==> src/rtl/cfg_load_pkg.sv <==
// Shared types and helpers for the configuration load sequencer.
//   state_e    : sequencer FSM states
//   nwords()   : number of upstream words needed to cover one bitstream
//   idx_width(): width of an index over n items, never below 1
package cfg_load_pkg;

  typedef enum logic [1:0] {IDLE, FETCH, SHIFT, CHECK} state_e;

  function automatic int unsigned nwords(int unsigned cfg_size, int unsigned word_w);
    return (cfg_size + word_w - 1) / word_w;
  endfunction

  function automatic int unsigned idx_width(int unsigned n);
    return (n > 1) ? $clog2(n) : 1;
  endfunction

endpackage

==> src/rtl/cfg_word_serializer.sv <==
// Parallel-to-serial stage for one config word.
//   clk, rst : clock, synchronous active-high reset
//   load     : capture data and the number of bits to emit (len)
//   shift    : advance one bit (MSB-first)
//   ser_bit  : current output bit (shift register MSB)
//   last     : the bit currently presented is the final one of this word
module cfg_word_serializer #(
  parameter int unsigned WORD_W = 32,
  parameter int unsigned LEN_W  = $clog2(WORD_W + 1)
) (
  input  logic              clk,
  input  logic              rst,
  input  logic              load,
  input  logic              shift,
  input  logic [LEN_W-1:0]  len,
  input  logic [WORD_W-1:0] data,
  output logic              ser_bit,
  output logic              last
);

  logic [WORD_W-1:0] shreg_q;
  logic [LEN_W-1:0]  cnt_q;
  logic [LEN_W-1:0]  len_q;

  always_ff @(posedge clk) begin
    if (rst) begin
      shreg_q <= '0;
      cnt_q   <= '0;
      len_q   <= '0;
    end else if (load) begin
      shreg_q <= data;
      cnt_q   <= '0;
      len_q   <= len;
    end else if (shift) begin
      shreg_q <= {shreg_q[WORD_W-2:0], 1'b0};
      cnt_q   <= cnt_q + LEN_W'(1);
    end
  end

  assign ser_bit = shreg_q[WORD_W-1];
  assign last    = (cnt_q + LEN_W'(1)) == len_q;

endmodule

==> src/rtl/cfg_load_sequencer.sv <==
// Sequences configuration bitstream loads into an array of bitstream deserializers.
//   clk, rst    : clock, synchronous active-high reset
//   load_req    : start a load of target load_tgt (sampled only while idle)
//   word_valid/word_data/word_ready : upstream config word stream
//   ser_data    : shared serial bit, MSB of the bitstream first
//   ser_valid   : one-hot stream-valid strobe to the selected target
//   tgt_done    : per-target config-done flags
//   busy        : a load is in progress
//   load_done   : one-cycle pulse, load completed and the target confirmed done
//   load_err    : one-cycle pulse, request rejected or target not done after load
//   loaded      : sticky mask of successfully loaded targets
module cfg_load_sequencer
  import cfg_load_pkg::*;
#(
  parameter int unsigned CFG_SIZE = 100,
  parameter int unsigned WORD_W   = 32,
  parameter int unsigned NUM_TGT  = 4,
  // May be widened beyond the minimum; indices >= NUM_TGT are rejected.
  parameter int unsigned TGT_W    = idx_width(NUM_TGT)
) (
  input  logic               clk,
  input  logic               rst,
  input  logic               load_req,
  input  logic [TGT_W-1:0]   load_tgt,
  input  logic               word_valid,
  input  logic [WORD_W-1:0]  word_data,
  output logic               word_ready,
  output logic               ser_data,
  output logic [NUM_TGT-1:0] ser_valid,
  input  logic [NUM_TGT-1:0] tgt_done,
  output logic               busy,
  output logic               load_done,
  output logic               load_err,
  output logic [NUM_TGT-1:0] loaded
);

  localparam int unsigned NW       = nwords(CFG_SIZE, WORD_W);
  localparam int unsigned BIT_W    = $clog2(CFG_SIZE + 1);
  localparam int unsigned WCNT_W   = $clog2(NW + 1);
  localparam int unsigned LEN_W    = $clog2(WORD_W + 1);
  localparam int unsigned LAST_LEN = CFG_SIZE - (NW - 1) * WORD_W;

  state_e             state_q, state_d;
  logic [TGT_W-1:0]   tgt_q, tgt_d;
  logic [BIT_W-1:0]   bit_cnt_q, bit_cnt_d;
  logic [WCNT_W-1:0]  word_cnt_q, word_cnt_d;
  logic [NUM_TGT-1:0] loaded_q, loaded_d;
  logic               load_done_q, done_d;
  logic               load_err_q, err_d;

  logic               ser_load, ser_shift, ser_bit, ser_last;
  logic [LEN_W-1:0]   ser_len;
  logic               req_in_range, req_loaded, sel_done;
  logic [NUM_TGT-1:0] tgt_hot;

  // Index decode done by comparison so out-of-range indices never address the masks.
  always_comb begin
    req_in_range = 1'b0;
    req_loaded   = 1'b0;
    sel_done     = 1'b0;
    tgt_hot      = '0;
    for (int unsigned i = 0; i < NUM_TGT; i++) begin
      if (load_tgt == TGT_W'(i)) begin
        req_in_range = 1'b1;
        req_loaded   = loaded_q[i];
      end
      if (tgt_q == TGT_W'(i)) begin
        sel_done   = tgt_done[i];
        tgt_hot[i] = 1'b1;
      end
    end
  end

  // Final word carries only the remaining bits; its low bits are dropped.
  assign ser_len = (word_cnt_q == WCNT_W'(NW - 1)) ? LEN_W'(LAST_LEN) : LEN_W'(WORD_W);

  always_comb begin
    state_d    = state_q;
    tgt_d      = tgt_q;
    bit_cnt_d  = bit_cnt_q;
    word_cnt_d = word_cnt_q;
    loaded_d   = loaded_q;
    done_d     = 1'b0;
    err_d      = 1'b0;
    word_ready = 1'b0;
    ser_load   = 1'b0;
    ser_shift  = 1'b0;
    case (state_q)
      IDLE: begin
        if (load_req) begin
          // Targets cannot be re-armed without rst, so a reload is an error.
          if (req_in_range && !req_loaded) begin
            tgt_d      = load_tgt;
            bit_cnt_d  = '0;
            word_cnt_d = '0;
            state_d    = FETCH;
          end else begin
            err_d = 1'b1;
          end
        end
      end
      FETCH: begin
        word_ready = 1'b1;
        if (word_valid) begin
          ser_load   = 1'b1;
          word_cnt_d = word_cnt_q + WCNT_W'(1);
          state_d    = SHIFT;
        end
      end
      SHIFT: begin
        ser_shift = 1'b1;
        bit_cnt_d = bit_cnt_q + BIT_W'(1);
        if (bit_cnt_q == BIT_W'(CFG_SIZE - 1)) begin
          state_d = CHECK;
        end else if (ser_last) begin
          state_d = FETCH;
        end
      end
      CHECK: begin
        if (sel_done) begin
          done_d   = 1'b1;
          loaded_d = loaded_q | tgt_hot;
        end else begin
          err_d = 1'b1;
        end
        state_d = IDLE;
      end
      default: state_d = IDLE;
    endcase
  end

  always_ff @(posedge clk) begin
    if (rst) begin
      state_q     <= IDLE;
      tgt_q       <= '0;
      bit_cnt_q   <= '0;
      word_cnt_q  <= '0;
      loaded_q    <= '0;
      load_done_q <= 1'b0;
      load_err_q  <= 1'b0;
    end else begin
      state_q     <= state_d;
      tgt_q       <= tgt_d;
      bit_cnt_q   <= bit_cnt_d;
      word_cnt_q  <= word_cnt_d;
      loaded_q    <= loaded_d;
      load_done_q <= done_d;
      load_err_q  <= err_d;
    end
  end

  cfg_word_serializer #(
    .WORD_W (WORD_W),
    .LEN_W  (LEN_W)
  ) u_ser (
    .clk     (clk),
    .rst     (rst),
    .load    (ser_load),
    .shift   (ser_shift),
    .len     (ser_len),
    .data    (word_data),
    .ser_bit (ser_bit),
    .last    (ser_last)
  );

  assign busy      = (state_q != IDLE);
  assign ser_valid = (state_q == SHIFT) ? tgt_hot : '0;
  assign ser_data  = (state_q == SHIFT) & ser_bit;
  assign load_done = load_done_q;
  assign load_err  = load_err_q;
  assign loaded    = loaded_q;

endmodule

==> config.mk <==
export PLATFORM = sky130hd
export DESIGN_NAME = cfg_load_sequencer
export DESIGN_NICKNAME = d
export VERILOG_FILES = /design/src/rtl/cfg_load_pkg.sv /design/src/rtl/cfg_word_serializer.sv /design/src/rtl/cfg_load_sequencer.sv
export SDC_FILE = /design/constraint.sdc
export NUM_CORES = 1
export LEC_CHECK = 0
export ABC_AREA = 1
export CELL_PAD_IN_SITES_DETAIL_PLACEMENT = 1
export CELL_PAD_IN_SITES_GLOBAL_PLACEMENT = 1
export CORE_MARGIN = 2
export CORE_UTILIZATION = 40
export CTS_CLUSTER_SIZE = 25
export DETAILED_ROUTE_END_ITERATION = 10
export PLACE_DENSITY_LB_ADDON = 0.1
export SKIP_CTS_REPAIR_TIMING = 1
export SYNTH_ARGS = -nofsm -noshare
export SYNTH_HDL_FRONTEND = slang
export SYNTH_SLANG_ARGS = --single-unit
==> constraint.sdc <==
create_clock -name clk -period 4.4 [get_ports clk]
set_input_delay 0.66 -clock clk [delete_from_list [all_inputs] [get_ports clk]]
set_output_delay 0.66 -clock clk [all_outputs]
set_load 0.05 [all_outputs]
---- Word-level counts from Yosys, hierarchy flattened ----
Index checks and enable logic that the tools add are counted.
cells by class
  add/sub/neg operators ................... 3
  reduce and logical (&&, ||, !) cells .... 16
  bitwise gates (word level) .............. 3
  multipliers ............................. 0
  divide/modulo/power cells ............... 0
  muxes and demuxes ....................... 42
  order comparisons ....................... 0
  equality and inequality tests ........... 16
  shifts and indexed selects .............. 0
operators with widths
  operator                                                         count
  32-bit 2-to-1 mux                                                2
  1-bit 2-to-1 mux                                                 24
  7-bit 2-to-1 mux                                                 2
  7-bit one-hot mux with 2 select lines                            1
  2-bit == test, second input constant                             6
  2-bit 2-to-1 mux                                                 5
  3-bit 2-to-1 mux                                                 3
  2-bit one-hot mux with 4 select lines                            1
  4-bit AND reduction                                              2
  2-bit nonzero test                                               4
  7-bit by 1-bit adder with 7-bit output, second input constant    1
  7-bit == test, second input constant                             1
  6-bit by 1-bit adder with 6-bit output, second input constant    1
  2-bit by 1-bit == test with 1-bit output, second input constant  3
  6-bit == test                                                    1
  2-bit zero test                                                  3
  6-bit 2-to-1 mux                                                 1
  2-bit inequality test, second input constant                     3
  3-bit one-hot mux with 2 select lines                            1
  3-bit AND reduction                                              2
  4-bit 2-to-1 mux                                                 1
  4-bit bitwise OR                                                 1
  2-bit OR reduction                                               2
  3-bit by 1-bit adder with 3-bit output, second input constant    1
  other kinds (8)                                                  8
storage, ports and cells
  logic and storage cells ................. 90
  register bits ........................... 64
  memories kept ........................... 0
  input port bits ......................... 42
  ROM bits ................................ 0
  latch bits .............................. 0
  bits in writable memories ............... 0
  output and inout bits ................... 13

---- Longest topological paths before layout ----
Gate-level depths: netlist of the first run.
  depth in word-level cells ............... 10
  depth in mapped cells ................... 11

---- Cells and area by module ----
Synthesis of the first run repeated with hierarchy kept, for this count alone.
unflattened totals
  cells, all modules ...................... 499
  area total of the unflattened synthesis .. 3,464.6 um^2
by module, submodules not included
  module               cells each  sequential area each (um^2)  area each (um^2)  instances
  cfg_word_serializer  319         880.8                        2,258.4           1
  cfg_load_sequencer   180         400.4                        1,206.2           1

---- Worst setup path after synthesis of the first run ----
No wires, ideal clock.
  path kind ............................... reg-to-output
  start ................................... register state_q[0]
  end ..................................... output ser_valid[0]
  path buffers ............................ 2
  required time ........................... 3,740 ps
  arrival ................................. 1,633 ps
  path slack .............................. 2,107 ps
  cell stages (with the launch flop) ...... 7
  cells stage by stage .................... dfxtp_1 > inv_1 > ha_1 > buf_2 > inv_2 > buf_2 > nor2_1
on the way
  longest elaborated chain between the ends .. 2
RTL lines
  element                 RTL line                   text
  from (decl)             cfg_load_sequencer.sv:43   state_e state_q, state_d;
  from (signal assigned)  cfg_load_sequencer.sv:142  state_q <= state_d;
  2-bit == test           cfg_load_sequencer.sv:167  assign ser_valid = (state_q == SHIFT) ? tgt_hot : '0;
  4-bit 2-to-1 mux        cfg_load_sequencer.sv:167
  to (decl)               cfg_load_sequencer.sv:29   output logic [NUM_TGT-1:0] ser_valid,
No other way between the ends.

---- Worst setup path in the final report of the first run ----
  start ................................... register state_q[0]
  end ..................................... output ser_valid[1]
The elaborated chain is that of the path after synthesis.

==> flow_summary.rst, run 1 <==
.. list-table::
   :header-rows: 1

   * - Metric
     - Value
   * - Outcome
     - completed
   * - Final HPWL from detailed placement
     - roughly 5.2 mm
   * - Number of buffer cells added on primary ports
     - 54
   * - Most common cell after layout, fill and taps aside
     - sky130_fd_sc_hd__a21oi_1
   * - Inserted Clock Buffers
     - 9
   * - Antenna cells
     - 0
   * - First-pass iteration count of the detailed router
     - 5
   * - Top-area cell type share of the netlist area
     - between 40% and 50%
   * - Highest clock frequency the design can meet
     - roughly 0.32 GHz
   * - Source of the worst hold timing path
     - u_ser.shreg_q[21]
   * - Cell variety after synth
     - 33
   * - R2r setup slk
     - ~2.3 ns
   * - Post-synth net total
     - around 460
   * - Die area
     - 8030 um^2
   * - Violation count after the first detailed-routing iteration
     - 103
   * - Crit path arrival time
     - about 2.5 ns
   * - Tightest slew margin relative to the limit
     - between 40 and 50%
   * - Aggregate routed wire length
     - ~7.6 mm
   * - Count of nets left with antenna violations after detail routing
     - 0
   * - Top cell type by total area after synthesis
     - sky130_fd_sc_hd__dfxtp_1
   * - TritonCTS clock tree
     - done
   * - Register bit total from synthesis
     - 60
   * - Peak supply drop
     - 199 uV
   * - Number of global-route vias before repair
     - approximately 2.9k
   * - Final Critical Period
     - 3.16 ns
   * - Setup violators final
     - 0
   * - Via/cell ratio
     - roughly 5.2
   * - Number of maximum-capacitance violations
     - 0
   * - Mean instance size in the synthesized netlist
     - 7.22 um^2
   * - Routability congestion estimate from global placement
     - 0.767
   * - Transition time at the pin with the least slew margin
     - between 0.7 and 0.8 ns
   * - First-pass GRT wire length
     - between 10 and 15 mm
   * - Area Overhead vs Synth
     - 26.6%
   * - Synth top area cells
     - sky130_fd_sc_hd__dfxtp_1, sky130_fd_sc_hd__a21oi_1, sky130_fd_sc_hd__nand2_1, sky130_fd_sc_hd__o21ai_0, sky130_fd_sc_hd__nand3_1
   * - Warnings from Yosys
     - 0
   * - Worst hold stages
     - 2
   * - Max-slew violations
     - 0
   * - Path type of the worst setup path
     - reg2out
   * - Initial antenna violation count
     - 0
   * - Cell Pwr Density
     - roughly 540 nW/um^2
   * - Final design utilization
     - 51.7%
   * - CP Launch Type
     - register
   * - First element of the critical path
     - state_q[0]
   * - Count of clock tree sinks
     - 60
   * - Horizontal extent of the die
     - 89.6 um
   * - Hold Fails Final Rpt
     - 0
   * - Type of the worst min-delay path
     - reg2reg
   * - Final routed DRC violation total
     - 0
   * - Number of cell rows
     - 31
   * - Cell Area, Synth
     - ~2900 um^2
   * - Residual overflow from global routing
     - 0
   * - RSZ-0062 raised after global routing
     - false
   * - Clock edge transition at the registers on the reported setup and hold paths
     - ~0.070 ns
   * - Mapped Cells
     - ~410
   * - Number of H-tree levels
     - 3
   * - Critical-path maximum fanout
     - 45
   * - Final total negative setup slack
     - 0 ns
   * - Overall Global Routing Usage
     - around a fifth
   * - Type of element capturing the critical path
     - output pin
   * - Worst-skew pair later-pin latency
     - about 0.33 ns
   * - Clock tree buffer depth
     - 2
   * - Required time of the critical path
     - approximately 3.7 ns
   * - Root Driver
     - sky130_fd_sc_hd__clkbuf_8
   * - Height of the die
     - about 90 um
   * - Maximum clock skew at final layout
     - roughly 0.0079 ns
   * - Crit share post-route
     - a little under three quarters
   * - Routed WL per cell
     - about 14 um
   * - Maximum number of pins on one net before global-route repair
     - 46
   * - Count of cells along the worst register-to-register path
     - 8
   * - Starting utilization of the core area
     - between 40 and 50%
   * - Static leakage power
     - between 1 and 1.5 nW
   * - Core area
     - 7180 um^2
   * - # fillers
     - between 900 and 1k
   * - Seq/Total Area, Yosys
     - 41.0%
   * - Reg-to-reg startpoint
     - state_q[1]
   * - Final-stage net count
     - 502
   * - Most used cells in the layout excluding fill and tap cells
     - sky130_fd_sc_hd__a21oi_1, sky130_fd_sc_hd__nand2_1, sky130_fd_sc_hd__dfxtp_1
   * - I/O pin count
     - 55
   * - Vias after detailed routing
     - around 2.9k
   * - Share of layout cells above drive strength 1
     - around 8.6%
-- cells in the mapped netlist (all sizes together) --
master / number
a211oi: 1
a21oi: 81
a31oi: 2
buf: 15
clkbuf: 8
dfxtp: 60
ha: 9
inv: 33
nand2: 79
nand3: 27
nand3b: 3
nand4: 4
nor2: 29
nor3: 1
nor3b: 1
o211ai: 1
o21ai: 42
o21bai: 1
o22ai: 3
or2: 1
xnor2: 1
xor2: 4
-- per-layer routing --
metal,track usage [%],vias to the layer above,wire length [um]
met3,5.30,5,269
met1,25.1,1368,3570
li1,-,1444,-
met2,35.1,46,3700
met4,3.66,0,51
met5,0,-,0
-- path summary, 6_finish.rpt --
| kind | endpoint |
|---|---|
| max | ser_valid[1] |
| max reg2reg | u_ser.shreg_q[30] |
| min reg2reg | u_ser.shreg_q[22] |
| min | u_ser.shreg_q[22] |
-- final cells by class --
class,count,area (um^2),share of cell area [%]
Sequential cell,60,1200,32.4
Tap cell,99,124,3.34
Multi-Input combinational cell,290,1490,40.3
Clock inverter,4,47.5,1.28
Timing Repair Buffer,57,563,15.2
Inverter,33,124,3.34
Clock buffer,12,155,4.18
-- sequential cells by signal (all words and copies together), names as in the netlist --
register / flops
word_cnt_q: 3
tgt_q: 2
u_ser.cnt_q: 6
bit_cnt_q: 7
loaded: 4
load_done: 1
state_q: 2
load_err: 1
u_ser.shreg_q: 32
u_ser.len_q: 2
-- through the flow --
stage	power [mW]	setup WS [ns]	hold WS (ns)	cell area, um^2	cells
after floorplan	1.30	2.11	0.439	2930	406
after global placement	1.48	1.66	0.450	3510	539
after detailed placement	1.51	1.57	0.459	3510	539
after CTS	2.02	1.20	0.465	3710	555
after global routing	2.15	1.06	0.489	3710	555
final	2.00	1.24	0.463	3710	555
-- kinds of logic after synthesis --
group                      synth area share (%)
xor gates and xnor gates                   1.49
and+or+nand+nor                            22.0
DFF                                        41.0
adders and majority gates                  3.84
AOI/OAI and AO/OA                          23.7
buffers and inverters                      8.03
-- power by group --
group	total, mW	switching (mW)	internal (mW)
registers	0.729	0.0743	0.654
logic	0.764	0.509	0.255
clock network	0.504	0.213	0.291
-- worst max-delay path, stage by stage, from the launching register on --
cell                              delay (ns)
sky130_fd_sc_hd__dfxtp_1                0.39
sky130_fd_sc_hd__inv_1                  0.11
sky130_fd_sc_hd__ha_1                   0.23
sky130_fd_sc_hd__inv_2                  0.57
sky130_fd_sc_hd__nor2_1                 0.13
sky130_fd_sc_hd__clkdlybuf4s50_1        0.74
Note: power is estimated with default switching activity, not from simulation.
==> inputs of run 2 (changes only) <==
--- a/config.mk
+++ b/config.mk
@@ -9,7 +9,7 @@
 export CELL_PAD_IN_SITES_DETAIL_PLACEMENT = 1
 export CELL_PAD_IN_SITES_GLOBAL_PLACEMENT = 1
 export CORE_MARGIN = 2
-export CORE_UTILIZATION = 40
+export CORE_UTILIZATION = 37
 export CTS_CLUSTER_SIZE = 25
 export DETAILED_ROUTE_END_ITERATION = 10
 export PLACE_DENSITY_LB_ADDON = 0.1
==> constraint.sdc (replaced) <==
create_clock -name clk -period 3.1 [get_ports clk]
set_input_delay 0.465 -clock clk [delete_from_list [all_inputs] [get_ports clk]]
set_output_delay 0.465 -clock clk [all_outputs]
set_load 0.05 [all_outputs]
==> run 2 against run 1 <==
Against the previous run: hold slack got worse by 0.0028 ns; register-to-register slack got worse by 1.2 ns; clock-buffer cell count fell by 1; cell count rose by 0.72%; clock power rose by 60%; largest cell class unchanged.
==> flow_summary.rst, run 2 (synthesized netlist as in run 1, its figures left out) <==
.. list-table::
   :header-rows: 1

   * - Metric
     - Value
   * - Outcome
     - completed
   * - Most used cells in the layout excluding fill and tap cells
     - sky130_fd_sc_hd__a21oi_1, sky130_fd_sc_hd__nand2_1, sky130_fd_sc_hd__dfxtp_1
   * - Aggregate routed wire length
     - 7.80 mm
   * - Sequential cell area in the final layout
     - around 1200 um^2
   * - Final-stage net count
     - approximately 500
   * - Initial antenna violation count
     - 0
   * - RSZ-0062 raised after global routing
     - false
   * - Clock tree buffer depth
     - 2
   * - Via/cell ratio
     - around 5
   * - Placement Setup Slack
     - approximately 0.90 ns
   * - Slowest stage cell on the critical path
     - sky130_fd_sc_hd__clkdlybuf4s50_1
   * - Combined area of the multi-input logic cells
     - around 1500 um^2
   * - Final total negative setup slack
     - 0 ns
   * - Transition time at the pin with the least slew margin
     - between 0.6 and 0.7 ns
   * - Height of the die
     - 93.0 um
   * - Type of element capturing the critical path
     - output pin
   * - Routed WL per cell
     - 14.0 um
   * - Root Driver
     - sky130_fd_sc_hd__clkbuf_8
   * - Count of clock tree sinks
     - 60
   * - Share of layout cells above drive strength 1
     - about a tenth
   * - Starting utilization of the core area
     - between 30% and 40%
   * - Final HPWL from detailed placement
     - between 5 and 6 mm
   * - Antenna cells
     - 0
   * - Flip-flop count of the largest register after layout
     - 32
   * - Maximum number of pins on one net before global-route repair
     - 45
   * - CP Cell Sequence
     - inv_1, ha_1, inv_2, clkdlybuf4s50_1
   * - First-pass iteration count of the detailed router
     - 4
   * - Area Overhead vs Synth
     - 29.6%
   * - Final Critical Period
     - roughly 2.5 ns
   * - # fillers
     - 969
   * - Critical-path maximum fanout
     - 6
   * - Core area
     - 7690 um^2
   * - Overall Global Routing Usage
     - 18.8%
   * - Number of buffer cells added on primary ports
     - 54
   * - Count of nets left with antenna violations after detail routing
     - 0
   * - Crit path arrival time
     - between 2 and 2.5 ns
   * - Static leakage power
     - around 1.4 nW
   * - TritonCTS clock tree
     - done
   * - Post-route worst setup slack
     - a little under 0.6 ns
   * - Clock edge transition at the registers on the reported setup and hold paths
     - around 0.07 ns
   * - Type of the worst min-delay path
     - reg2reg
   * - Vias after detailed routing
     - 2804
   * - Tightest slew margin relative to the limit
     - between 50% and 60%
   * - First-pass GRT wire length
     - 13.0 mm
   * - Inserted Clock Buffers
     - 9
   * - I/O pin count
     - 55
   * - Worst-skew pair later-pin latency
     - 0.34 ns
   * - Setup violators final
     - 0
   * - Most common cell after layout, fill and taps aside
     - sky130_fd_sc_hd__a21oi_1
   * - Delay of the slowest cell on the worst path
     - roughly 0.8 ns
   * - Number of cell rows
     - 32
   * - Final routed DRC violation total
     - 0
   * - Peak supply drop
     - about 340 uV
   * - Crit share post-route
     - about four fifths
   * - Violation count after the first detailed-routing iteration
     - approximately 110
   * - Number of H-tree levels
     - 3
   * - Residual overflow from global routing
     - 0
   * - Maximum clock skew at final layout
     - roughly 0.012 ns
   * - Routability congestion estimate from global placement
     - roughly 0.75
   * - Max-slew violations
     - 0
   * - Highest clock frequency the design can meet
     - between 0.3 and 0.4 GHz
   * - Number of maximum-capacitance violations
     - 0
   * - Largest registers
     - u_ser.shreg_q x32, bit_cnt_q x7, u_ser.cnt_q x6
   * - Largest Register
     - u_ser.shreg_q
   * - Required time of the critical path
     - about 2.6 ns
   * - Die area
     - ~8600 um^2
   * - CP Launch Type
     - register
   * - Hold Fails Final Rpt
     - 0
   * - Horizontal extent of the die
     - about 93 um
   * - Path type of the worst setup path
     - reg2out
   * - Number of global-route vias before repair
     - ~2.8k
   * - Cell Pwr Density
     - around 800 nW/um^2
## run 2: cell types whose count changed in the layout (fill, tap and decap cells not counted)
cell                              delta
sky130_fd_sc_hd__clkinv_2            -1
sky130_fd_sc_hd__clkbuf_1            -1
sky130_fd_sc_hd__buf_12              +5
sky130_fd_sc_hd__clkdlybuf4s50_1     -5
sky130_fd_sc_hd__bufinv_16           +1
sky130_fd_sc_hd__buf_4               +2
## run 2: critical path: cells and delay by family, from the launching register on
family | cells | cell delay (ns)
adder cells (fa/ha/maj) | 1 | 0.29
flip-flops | 1 | 0.42
buffers and inverters | 3 | 1.02
## run 2: routing by layer
layer	share of wire (%)	vias to the layer above	wire, um	track usage [%]
met4	0.90	0	70	5.15
li1	-	1451	-	-
met5	0	-	0	0
met3	4.5	4	351	5.32
met1	49	1304	3820	25.7
met2	46	45	3550	29.2
## run 2: through the flow
stage / utilization (%) / std cells / hold WS, ns / area, um^2 / power, mW
after floorplan: - / 406 / 0.439 / 2930 / 1.84
after global placement: 46.5 / 544 / 0.447 / 3570 / 2.13
after detailed placement: 46.5 / 544 / 0.458 / 3570 / 2.17
after CTS: 49.4 / 559 / 0.464 / 3800 / 2.98
after global routing: 49.4 / 559 / 0.482 / 3800 / 3.16
final: 49.4 / 559 / 0.460 / 3800 / 2.95
## run 2: report_power, final
part,internal (mW),switching [mW]
clock,0.491,0.315
combinational,0.386,0.729
sequential,0.929,0.104
## run 2: area by class of cell
class	count	share of cell area (%)
tap	102	3.36
sequential	60	31.6
multi-input combinational	290	39.3
inverter	33	3.26
clock buffer	11	3.99
clock inverter	4	1.91
timing repair buffer	59	16.5
## run 2: worst paths after layout
path	start	end	slack (ns)	depth (start not counted)
max	state_q[1]	busy	0.58	4
min reg2reg	u_ser.shreg_q[20]	u_ser.shreg_q[21]	0.46	2
max reg2reg	state_q[1]	word_cnt_q[2]	1.16	6
min	u_ser.shreg_q[20]	u_ser.shreg_q[21]	0.46	2
==> inputs of run 3 (changes only) <==
==> constraint.sdc (replaced) <==
create_clock -name clk -period 2.4 [get_ports clk]
set_input_delay 0.36 -clock clk [delete_from_list [all_inputs] [get_ports clk]]
set_output_delay 0.36 -clock clk [all_outputs]
set_load 0.05 [all_outputs]
==> run 3 against run 2 <==
Against the previous run: wire length increased by 0.22%; critical path type unchanged; largest cell class unchanged; hold slack improved by 0.0059 ns; clock-buffer cell count decreased by 1; global-route usage grew 0.33 points; worst setup slack worse by 0.39 ns; first-iteration DRC count fell by 21%; register-to-register slack got worse by 0.64 ns; critical path depth decreased by 1; clock power increased by 13%; combinational power up 32%; cell area hardly changed; core utilization barely moved.
==> flow_summary.rst, run 3 (synthesized netlist as in run 1, its figures left out) <==
.. list-table::
   :header-rows: 1

   * - Metric
     - Value
   * - Horizontal extent of the die
     - around 93 um
   * - Peak supply drop
     - roughly 450 uV
   * - Height of the die
     - 93.0 um
   * - Count of clock tree sinks
     - 60
   * - Crit path arrival time
     - around 1.9 ns
   * - Via/cell ratio
     - 5.11
   * - Starting utilization of the core area
     - approximately two fifths
   * - Most common cell after layout, fill and taps aside
     - sky130_fd_sc_hd__a21oi_1
   * - Worst-skew pair later-pin latency
     - 0.34 ns
   * - Type of the worst min-delay path
     - reg2reg
   * - Inserted Clock Buffers
     - 9
   * - Vias after detailed routing
     - 2881
   * - Final routed DRC violation total
     - 0
   * - Residual overflow from global routing
     - 0
   * - Routability congestion estimate from global placement
     - 0.774
   * - Flip-flop count of the largest register after layout
     - 32
   * - Final Critical Period
     - about 2.2 ns
   * - Type of element capturing the critical path
     - output pin
   * - Number of buffer cells added on primary ports
     - 54
   * - Outcome
     - completed
   * - Count of nets left with antenna violations after detail routing
     - 0
   * - Hold slack final
     - around 0.47 ns
   * - Share of layout cells above drive strength 1
     - 11.0%
   * - Number of cell rows
     - 32
   * - Crit path buffers/inverters
     - 2
   * - Antenna cells
     - 0
   * - CP Cell Sequence
     - inv_1, ha_1, clkdlybuf4s50_1
   * - Sequential cell area in the final layout
     - 1200 um^2
   * - Combined area of the multi-input logic cells
     - between 1000 and 1500 um^2
   * - # fillers
     - ~980
   * - Largest Register
     - u_ser.shreg_q
   * - First-pass GRT wire length
     - around 14 mm
   * - Transition time at the pin with the least slew margin
     - a little over 0.5 ns
   * - Required time of the critical path
     - around 2 ns
   * - Core area
     - 7690 um^2
   * - Final Instance Count excl. Fillers
     - around 560
   * - Clock edge transition at the registers on the reported setup and hold paths
     - ~0.080 ns
   * - Largest registers
     - u_ser.shreg_q x32, bit_cnt_q x7, u_ser.cnt_q x6
   * - Static leakage power
     - about 1.4 nW
   * - Max-slew violations
     - 0
   * - Maximum clock skew at final layout
     - between 0.009 and 0.01 ns
   * - Die area
     - 8650 um^2
   * - R2r setup slk
     - ~0.52 ns
   * - Crit share post-route
     - ~90%
   * - Delay of the slowest cell on the worst path
     - 0.83 ns
   * - Area Overhead vs Synth
     - 29.5%
   * - Cell Pwr Density
     - just under 1000 nW/um^2
   * - I/O pin count
     - 55
   * - Int Power
     - between 2 and 2.5 mW
   * - RSZ-0062 raised after global routing
     - false
   * - Final-stage net count
     - around 510
   * - Final total negative setup slack
     - 0 ns
   * - Initial antenna violation count
     - 0
   * - M1 GR Usage
     - between 20% and 30%
   * - Overall Global Routing Usage
     - between 10% and 20%
   * - Most crowded layer after global routing
     - met2
   * - M2 GR Usage
     - 32.2%
   * - Path type of the worst setup path
     - reg2out
   * - Number of maximum-capacitance violations
     - 0
   * - Aggregate routed wire length
     - ~7.8 mm
   * - Category of cells accounting for the largest share of critical-path delay
     - buffers and inverters
   * - Switch share
     - slightly above 40%
   * - Proportion of power drawn by flip-flops and latches
     - around 36%
   * - Tightest slew margin relative to the limit
     - approximately two thirds
   * - Hold Fails Final Rpt
     - 0
   * - Maximum number of pins on one net before global-route repair
     - 36
   * - Critical-path maximum fanout
     - 6
   * - Setup violators final
     - 0
   * - Source of the worst hold timing path
     - u_ser.shreg_q[15]
   * - Number of global-route vias before repair
     - 2923
   * - Slowest stage cell on the critical path
     - sky130_fd_sc_hd__clkdlybuf4s50_1
   * - Share of total power in the clock network
     - about a quarter
   * - CP Launch Type
     - register
   * - Routed WL per cell
     - between 10 and 15 um
   * - Violation count after the first detailed-routing iteration
     - 86
   * - First-pass iteration count of the detailed router
     - 4
   * - Number of H-tree levels
     - 3
   * - TritonCTS clock tree
     - done
   * - Global-route met3 utilization
     - around 3.2%
   * - Final HPWL from detailed placement
     - between 5 and 6 mm
   * - Psw
     - between 1.5 and 2 mW
   * - First element of the critical path
     - state_q[1]
   * - Placed Cells incl. Taps
     - about 550
   * - Root Driver
     - sky130_fd_sc_hd__clkbuf_8
   * - Combinational group share of total power
     - 39.6%
   * - Clock tree buffer depth
     - 2
   * - Highest clock frequency the design can meet
     - 0.453 GHz
   * - Most used cells in the layout excluding fill and tap cells
     - sky130_fd_sc_hd__a21oi_1, sky130_fd_sc_hd__nand2_1, sky130_fd_sc_hd__dfxtp_1
   * - Reg-to-reg startpoint
     - state_q[0]
## run 3: cell count changes in the layout (fill, tap and decap cells not counted), sizes merged
cell and change:
clkbuf -1, buf +5, bufinv -1, clkdlybuf4s50 -1
clkinv +3
## run 3: layout make-up
| cell class | instances | share of cell area [%] |
|---|---|---|
| Inverter | 33 | 3.26 |
| Timing Repair Buffer | 63 | 17.3 |
| Tap cell | 102 | 3.36 |
| Multi-Input combinational cell | 290 | 39.4 |
| Clock buffer | 10 | 3.36 |
| Sequential cell | 60 | 31.7 |
| Clock inverter | 6 | 1.71 |
## run 3: worst register-to-register path: stages (launching register included)
cell and delay [ns]:
sky130_fd_sc_hd__dfxtp_1 0.41, sky130_fd_sc_hd__inv_1 0.12, sky130_fd_sc_hd__ha_1 0.32, sky130_fd_sc_hd__inv_2 0.22, sky130_fd_sc_hd__buf_4 0.40, sky130_fd_sc_hd__a21oi_1 0.16
sky130_fd_sc_hd__a21oi_1 0.17
## run 3: path summary, 6_finish.rpt
path,cells after the start,endpoint
setup / recovery,3,word_ready
hold / removal,2,u_ser.shreg_q[16]
setup reg to reg,6,u_ser.shreg_q[25]
hold reg to reg,2,u_ser.shreg_q[16]
## run 3: metal layers
| layer | up-vias | share of wire [%] |
|---|---|---|
| li1 | 1461 | - |
| met1 | 1366 | 49 |
| met2 | 45 | 47 |
| met3 | 9 | 3.0 |
| met4 | 0 | 1.2 |
| met5 | - | 0 |
## run 3: through the flow
step	setup WS, ns	utilization [%]	power, mW	cell area (um^2)
after floorplan	0.407	-	2.38	2930
after global placement	0.520	46.9	2.79	3600
after detailed placement	0.475	46.9	2.84	3600
after CTS	0.166	49.4	3.76	3790
after global routing	0.100	49.4	3.99	3790
final	0.192	49.4	3.71	3790
## run 3: power groups by stage
stage | combinational (mW) | sequential, mW | clock, mW
after detailed placement | 1.48 | 1.35 | 0
after global placement | 1.44 | 1.34 | 0
after global routing | 1.65 | 1.36 | 0.980
after CTS | 1.49 | 1.33 | 0.934
after floorplan | 1.04 | 1.34 | 0
final | 1.47 | 1.33 | 0.908
==> RTL edit 1 (settings of run 1) <==
Encoding of `state_e`: now one-hot (4 bits for 4 states).
--- a/src/rtl/cfg_load_pkg.sv
+++ b/src/rtl/cfg_load_pkg.sv
@@ -6,3 +6,3 @@
 
-  typedef enum logic [1:0] {IDLE, FETCH, SHIFT, CHECK} state_e;
+  typedef enum logic [3:0] {IDLE = 4'b0001, FETCH = 4'b0010, SHIFT = 4'b0100, CHECK = 4'b1000} state_e;
 
Function: same outputs for any inputs over 10 cycles, from zero or initial values and one cycle with rst high; not proved beyond that.
==> RTL edit 1 against run 1 <==
- sequential cell count increased by 2
- hold slack better by 0.0082 ns
- setup slack gained 0.11 ns
- synthesized area decreased by 1.7%
- sequential share of layout area is 1.6 points higher
- routed wire length fell by 2.7%
- fmax is 3.7% higher
- first-iteration DRC count shrank 11%
- non-clock buffer count shrank 2
- cell area is 1.5% lower
- critical path type unchanged
Power is not compared: it rests on default switching activity, and its combinational part moved more than twofold at a synthesized area within 25%.
==> RTL edit 1: results (changes against run 1) <==
\begin{tabular}{lr}
\hline
Metric & Value \\
\hline
\multicolumn{2}{l}{\textbf{Status}} \\
Status & finished clean \\
\multicolumn{2}{l}{\textbf{Finish}} \\
Share of cells above drive strength 1 & 6.402\% (-2.2 points) \\
Non-filler instance count after layout & 549 (-1.1\%) \\
Area of the multi-input gates & 1383 sq um (-7.5\%) \\
Number of fill cells & 878 (-2.8\%) \\
\multicolumn{2}{l}{\textbf{Placed design}} \\
Post-place instance area & 3421 sq um (-2.4\%) \\
Detailed-placement wirelength estimate & 5.109 mm (-1.9\%) \\
\multicolumn{2}{l}{\textbf{GRT}} \\
Wire length of the first global-routing pass & 12.49 mm (-1.5\%) \\
Met1 GRT Util & 23.84\% (-1.2 points) \\
Global-route usage over all layers & 20.29\% (+0.23 points) \\
Grt met2 use & 36.43\% (+1.3 points) \\
\multicolumn{2}{l}{\textbf{Route}} \\
M1 wire length & 3.289 mm (-7.8\%) \\
Number of DRC markers in iteration 0 & 92 (-11\%) \\
Ratio of routed vias to standard cells & 4.985 (-3.4\%) \\
Routed wire per std cell & 13.45 um (-1.6\%) \\
Met3 routed WL & 218 um (-19\%) \\
Total length of routed met2 wires & 3.803 mm (+2.9\%) \\
Pre-Repair DR Iteration Count & 4 (-1) \\
\multicolumn{2}{l}{\textbf{STA}} \\
Clock skew & 0.008527 ns (+0.0006540 ns) \\
Worst-Margin Slew & 0.7043 ns (-0.08205 ns) \\
\multicolumn{2}{l}{\textbf{Critical path}} \\
Largest stage delay on the critical path & 0.83 ns (+0.09 ns) \\
Peak fanout along the critical path & 21 (-53\%) \\
Cell class contributing the biggest share of worst-path delay & simple AND/OR/NAND/NOR gates \\
\multicolumn{2}{l}{\textbf{Synthesis}} \\
Number of standard cells after synthesis & 401 (-1.2\%) \\
Dominant cells by area after synthesis & sky130\_fd\_sc\_hd\_\_dfxtp\_1 (43\%), sky130\_fd\_sc\_hd\_\_nand2\_1 (18\%), sky130\_fd\_sc\_hd\_\_a31oi\_1 (6.9\%), sky130\_fd\_sc\_hd\_\_inv\_1 (3.9\%), sky130\_fd\_sc\_hd\_\_nor2\_1 (3.9\%) \\
Post-synthesis compound-gate area fraction & 14.76\% (-8.9 points) \\
Number of distinct library cell variants in the gate-level netlist after synthesis & 35 (+6.1\%) \\
Top cells by instance count after synthesis & sky130\_fd\_sc\_hd\_\_nand2\_1 (138), sky130\_fd\_sc\_hd\_\_dfxtp\_1 (62), sky130\_fd\_sc\_hd\_\_a31oi\_1 (32) \\
\hline
\end{tabular}
==> RTL edit 1: changes by cell type in the layout (fill, tap and decap cells not counted), moves of 4 or more <==
cell	before	now
sky130_fd_sc_hd__a31oi_1	2	32
sky130_fd_sc_hd__nand2_1	74	138
sky130_fd_sc_hd__o21ai_1	10	1
sky130_fd_sc_hd__a21oi_1	78	16
sky130_fd_sc_hd__inv_2	6	2
sky130_fd_sc_hd__ha_1	9	4
sky130_fd_sc_hd__o21ai_0	31	16
==> RTL edit 1: final cells by class <==
class,count,share of cell area [%]
Multi-Input combinational cell,287,37.83
Sequential cell,62,33.96
Timing Repair Buffer,55,14.99
Clock buffer,13,4.622
Inverter,33,3.526
Tap cell,96,3.287
Clock inverter,3,1.780
==> RTL edit 1: power by group <==
| group | switching [mW] | internal (mW) |
|---|---|---|
| clock network | 0.221 | 0.365 |
| logic | 0.161 | 0.0997 |
| registers | 0.0255 | 0.589 |
==> RTL edit 1: logic make-up (layout without fill, tap and decap cells) <==
group / count (synthesis) / count (layout)
and+or+nand+nor: 208 / 208
AOI/OAI and AO/OA: 73 / 73
DFF: 62 / 62
buffers and inverters: 52 / 104
adders and majority gates: 4 / 4
xor gates and xnor gates: 2 / 2
==> RTL edit 1: worst paths after layout <==
check / startpoint / to / slack (ns) / depth (start not counted)
max: state_q[0] / ser_valid[1] / 1.35 / 4
min: u_ser.shreg_q[0] / u_ser.shreg_q[0] / 0.47 / 2
max reg2reg: state_q[0] / u_ser.shreg_q[17] / 2.25 / 5
min reg2reg: u_ser.shreg_q[0] / u_ser.shreg_q[0] / 0.47 / 2
==> RTL edit 1: worst min-delay path, delay by kind of cell, from the launching register on <==
kind             cells  cell delay (ns)
AND/OR/NAND/NOR      1             0.06
AO/OA/AOI/OAI        1             0.05
flip-flops           1             0.31
==> RTL edit 2 (settings of run 1) <==
Without the edit above. `WORD_W` is set to 32 in 2 places; all go to 64.
--- a/src/rtl/cfg_word_serializer.sv
+++ b/src/rtl/cfg_word_serializer.sv
@@ -7,3 +7,3 @@
 module cfg_word_serializer #(
-  parameter int unsigned WORD_W = 32,
+  parameter int unsigned WORD_W = 64,
   parameter int unsigned LEN_W  = $clog2(WORD_W + 1)
--- a/src/rtl/cfg_load_sequencer.sv
+++ b/src/rtl/cfg_load_sequencer.sv
@@ -15,3 +15,3 @@
   parameter int unsigned CFG_SIZE = 100,
-  parameter int unsigned WORD_W   = 32,
+  parameter int unsigned WORD_W   = 64,
   parameter int unsigned NUM_TGT  = 4,
Interface: changed (resized word_data); port bits go from 55 to 87. No check against the original RTL was run, so the function may have changed too.
==> RTL edit 2 against run 1 <==
- cell area up 44%
- routed wire length is 52% higher
- clock power increased by 14%
- fmax rose by 5.6%
- synthesized area is 45% higher
- core utilization rose by 0.081 points
- sequential power up 60%
- total power grew 42%
- setup slack improved by 0.17 ns
- sequential cell count rose by 32
==> RTL edit 2: results (changes against run 1) <==
\begin{tabular}{lr}
\hline
Metric & Value \\
\hline
\multicolumn{2}{l}{\textbf{Status}} \\
Status & finished clean \\
\multicolumn{2}{l}{\textbf{Clock network}} \\
Clk slew on worst S/H paths & 0.10 ns (+0.03 ns) \\
Skew-Pair Late Insertion Delay & 0.37 ns (+0.04 ns) \\
\multicolumn{2}{l}{\textbf{Finish}} \\
Share of cells above drive strength 1 & 6.535\% (-2.0 points) \\
Count of nets after finishing & 735 (+46\%) \\
Number of fill cells & 1353 (+50\%) \\
Largest registers & u\_ser.shreg\_q: 64 flops, bit\_cnt\_q: 7 flops, u\_ser.cnt\_q: 7 flops \\
\multicolumn{2}{l}{\textbf{Critical path}} \\
Largest stage delay on the critical path & 0.81 ns (+0.07 ns) \\
Worst reg2reg path startpoint & state\_q[0] \\
Number of cell instances on the worst register-to-register path & 9 (+1) \\
Peak fanout along the critical path & 15 (-67\%) \\
\multicolumn{2}{l}{\textbf{GRT}} \\
Wire length of the first global-routing pass & 19.29 mm (+52\%) \\
Largest net degree at the start of global routing & 71 (+54\%) \\
Global-route usage over all layers & 20.79\% (+0.73 points) \\
Number of global-route vias before repair & 4199 (+47\%) \\
\multicolumn{2}{l}{\textbf{Route}} \\
Number of DRC markers in iteration 0 & 121 (+17\%) \\
Routed wire per std cell & 14.50 um (+6.1\%) \\
Number of vias in the routed layout & 4164 (+45\%) \\
Pre-Repair DR Iteration Count & 4 (-1) \\
\multicolumn{2}{l}{\textbf{Placed design}} \\
Detailed-placement wirelength estimate & 7.812 mm (+50\%) \\
Weighted congestion at the end of routability-driven global placement & 0.7951 (+3.7\%) \\
\multicolumn{2}{l}{\textbf{STA}} \\
Worst-Margin Slew & 1.154 ns (+0.3679 ns) \\
\multicolumn{2}{l}{\textbf{Synthesis}} \\
Dominant cells by area after synthesis & sky130\_fd\_sc\_hd\_\_dfxtp\_1 (43\%), sky130\_fd\_sc\_hd\_\_a21oi\_1 (16\%), sky130\_fd\_sc\_hd\_\_nand2\_1 (9.4\%), sky130\_fd\_sc\_hd\_\_o21ai\_0 (8.5\%), sky130\_fd\_sc\_hd\_\_inv\_1 (3.5\%) \\
Top cells by instance count after synthesis & sky130\_fd\_sc\_hd\_\_a21oi\_1 (138), sky130\_fd\_sc\_hd\_\_nand2\_1 (106), sky130\_fd\_sc\_hd\_\_dfxtp\_1 (92) \\
Post-Synth Adder-Cell Area & 2.357\% (-1.5 points) \\
Post-Synthesis Net Count & 673 (+47\%) \\
Register area share after synthesis & 43.37\% (+2.4 points) \\
Xor-xnor portion of the synthesized cell area & 0.8250\% (-0.67 points) \\
\multicolumn{2}{l}{\textbf{Pwr}} \\
Leak pwr & 1.952 nW (+44\%) \\
IR drop worst, VDD & 214.4 uV (+7.6\%) \\
\multicolumn{2}{l}{\textbf{Floorplanning}} \\
Die outline width & 107.0 um (+19\%) \\
\hline
\end{tabular}
-- RTL edit 2: logic make-up (layout without fill, tap and decap cells) --
kind of cell	count (synthesis)	count (layout)
flops	92	92
xor+xnor	4	4
compound gates	227	227
buf+inv	83	150
simple gates	177	177
fa+ha+maj	8	8
-- RTL edit 2: worst paths after layout --
| path | end | slack, ns |
|---|---|---|
| setup reg to reg | bit_cnt_q[4] | 1.99 |
| setup / recovery | ser_valid[2] | 1.41 |
| hold / removal | u_ser.shreg_q[7] | 0.45 |
| hold reg to reg | u_ser.shreg_q[7] | 0.45 |
-- RTL edit 2: layout make-up --
cell class / count / area share [%]
Sequential cell: 92 / 34.47
Inverter: 44 / 3.091
Clock buffer: 9 / 2.318
Timing Repair Buffer: 90 / 16.67
Clock inverter: 7 / 1.381
Tap cell: 136 / 3.184
Multi-Input combinational cell: 416 / 38.89
-- RTL edit 2: metrics by stage --
step | setup slack (ns) | util, % | instance area (sq um) | std cells | hold WS, ns
finish | 1.407 | 51.76 | 5344 | 794 | 0.4502
global route | 1.270 | 51.76 | 5344 | 794 | 0.4694
CTS | 1.354 | 51.76 | 5344 | 794 | 0.4523
detailed placement | 1.538 | 49.85 | 5146 | 778 | 0.4469
global placement | 1.626 | 49.85 | 5146 | 778 | 0.4409
floorplan | 2.003 | - | 4247 | 591 | 0.4283
-- RTL edit 2: per-layer routing --
metal  track usage, %  part of all wire, %
met1            24.74                   44
met2            38.47                   52
met4            5.288                 0.94
met5                0                    0
met3            3.465                  2.8
-- RTL edit 2: critical path, delay by kind of cell (launching register included) --
| family | cells | cell delay, ns |
|---|---|---|
| flops | 1 | 0.35 |
| fa+ha+maj | 1 | 0.42 |
| buf+inv | 3 | 1.07 |
| simple gates | 1 | 0.12 |
-- RTL edit 2: report_power, final --
part | internal, mW | switching (mW) | leakage [nW] | total [mW]
sequential | 1.04 | 0.127 | 0.750 | 1.17
clock | 0.266 | 0.310 | 0.100 | 0.576
combinational | 0.377 | 0.721 | 1.10 | 1.10
total | 1.68 | 1.16 | 1.95 | 2.84
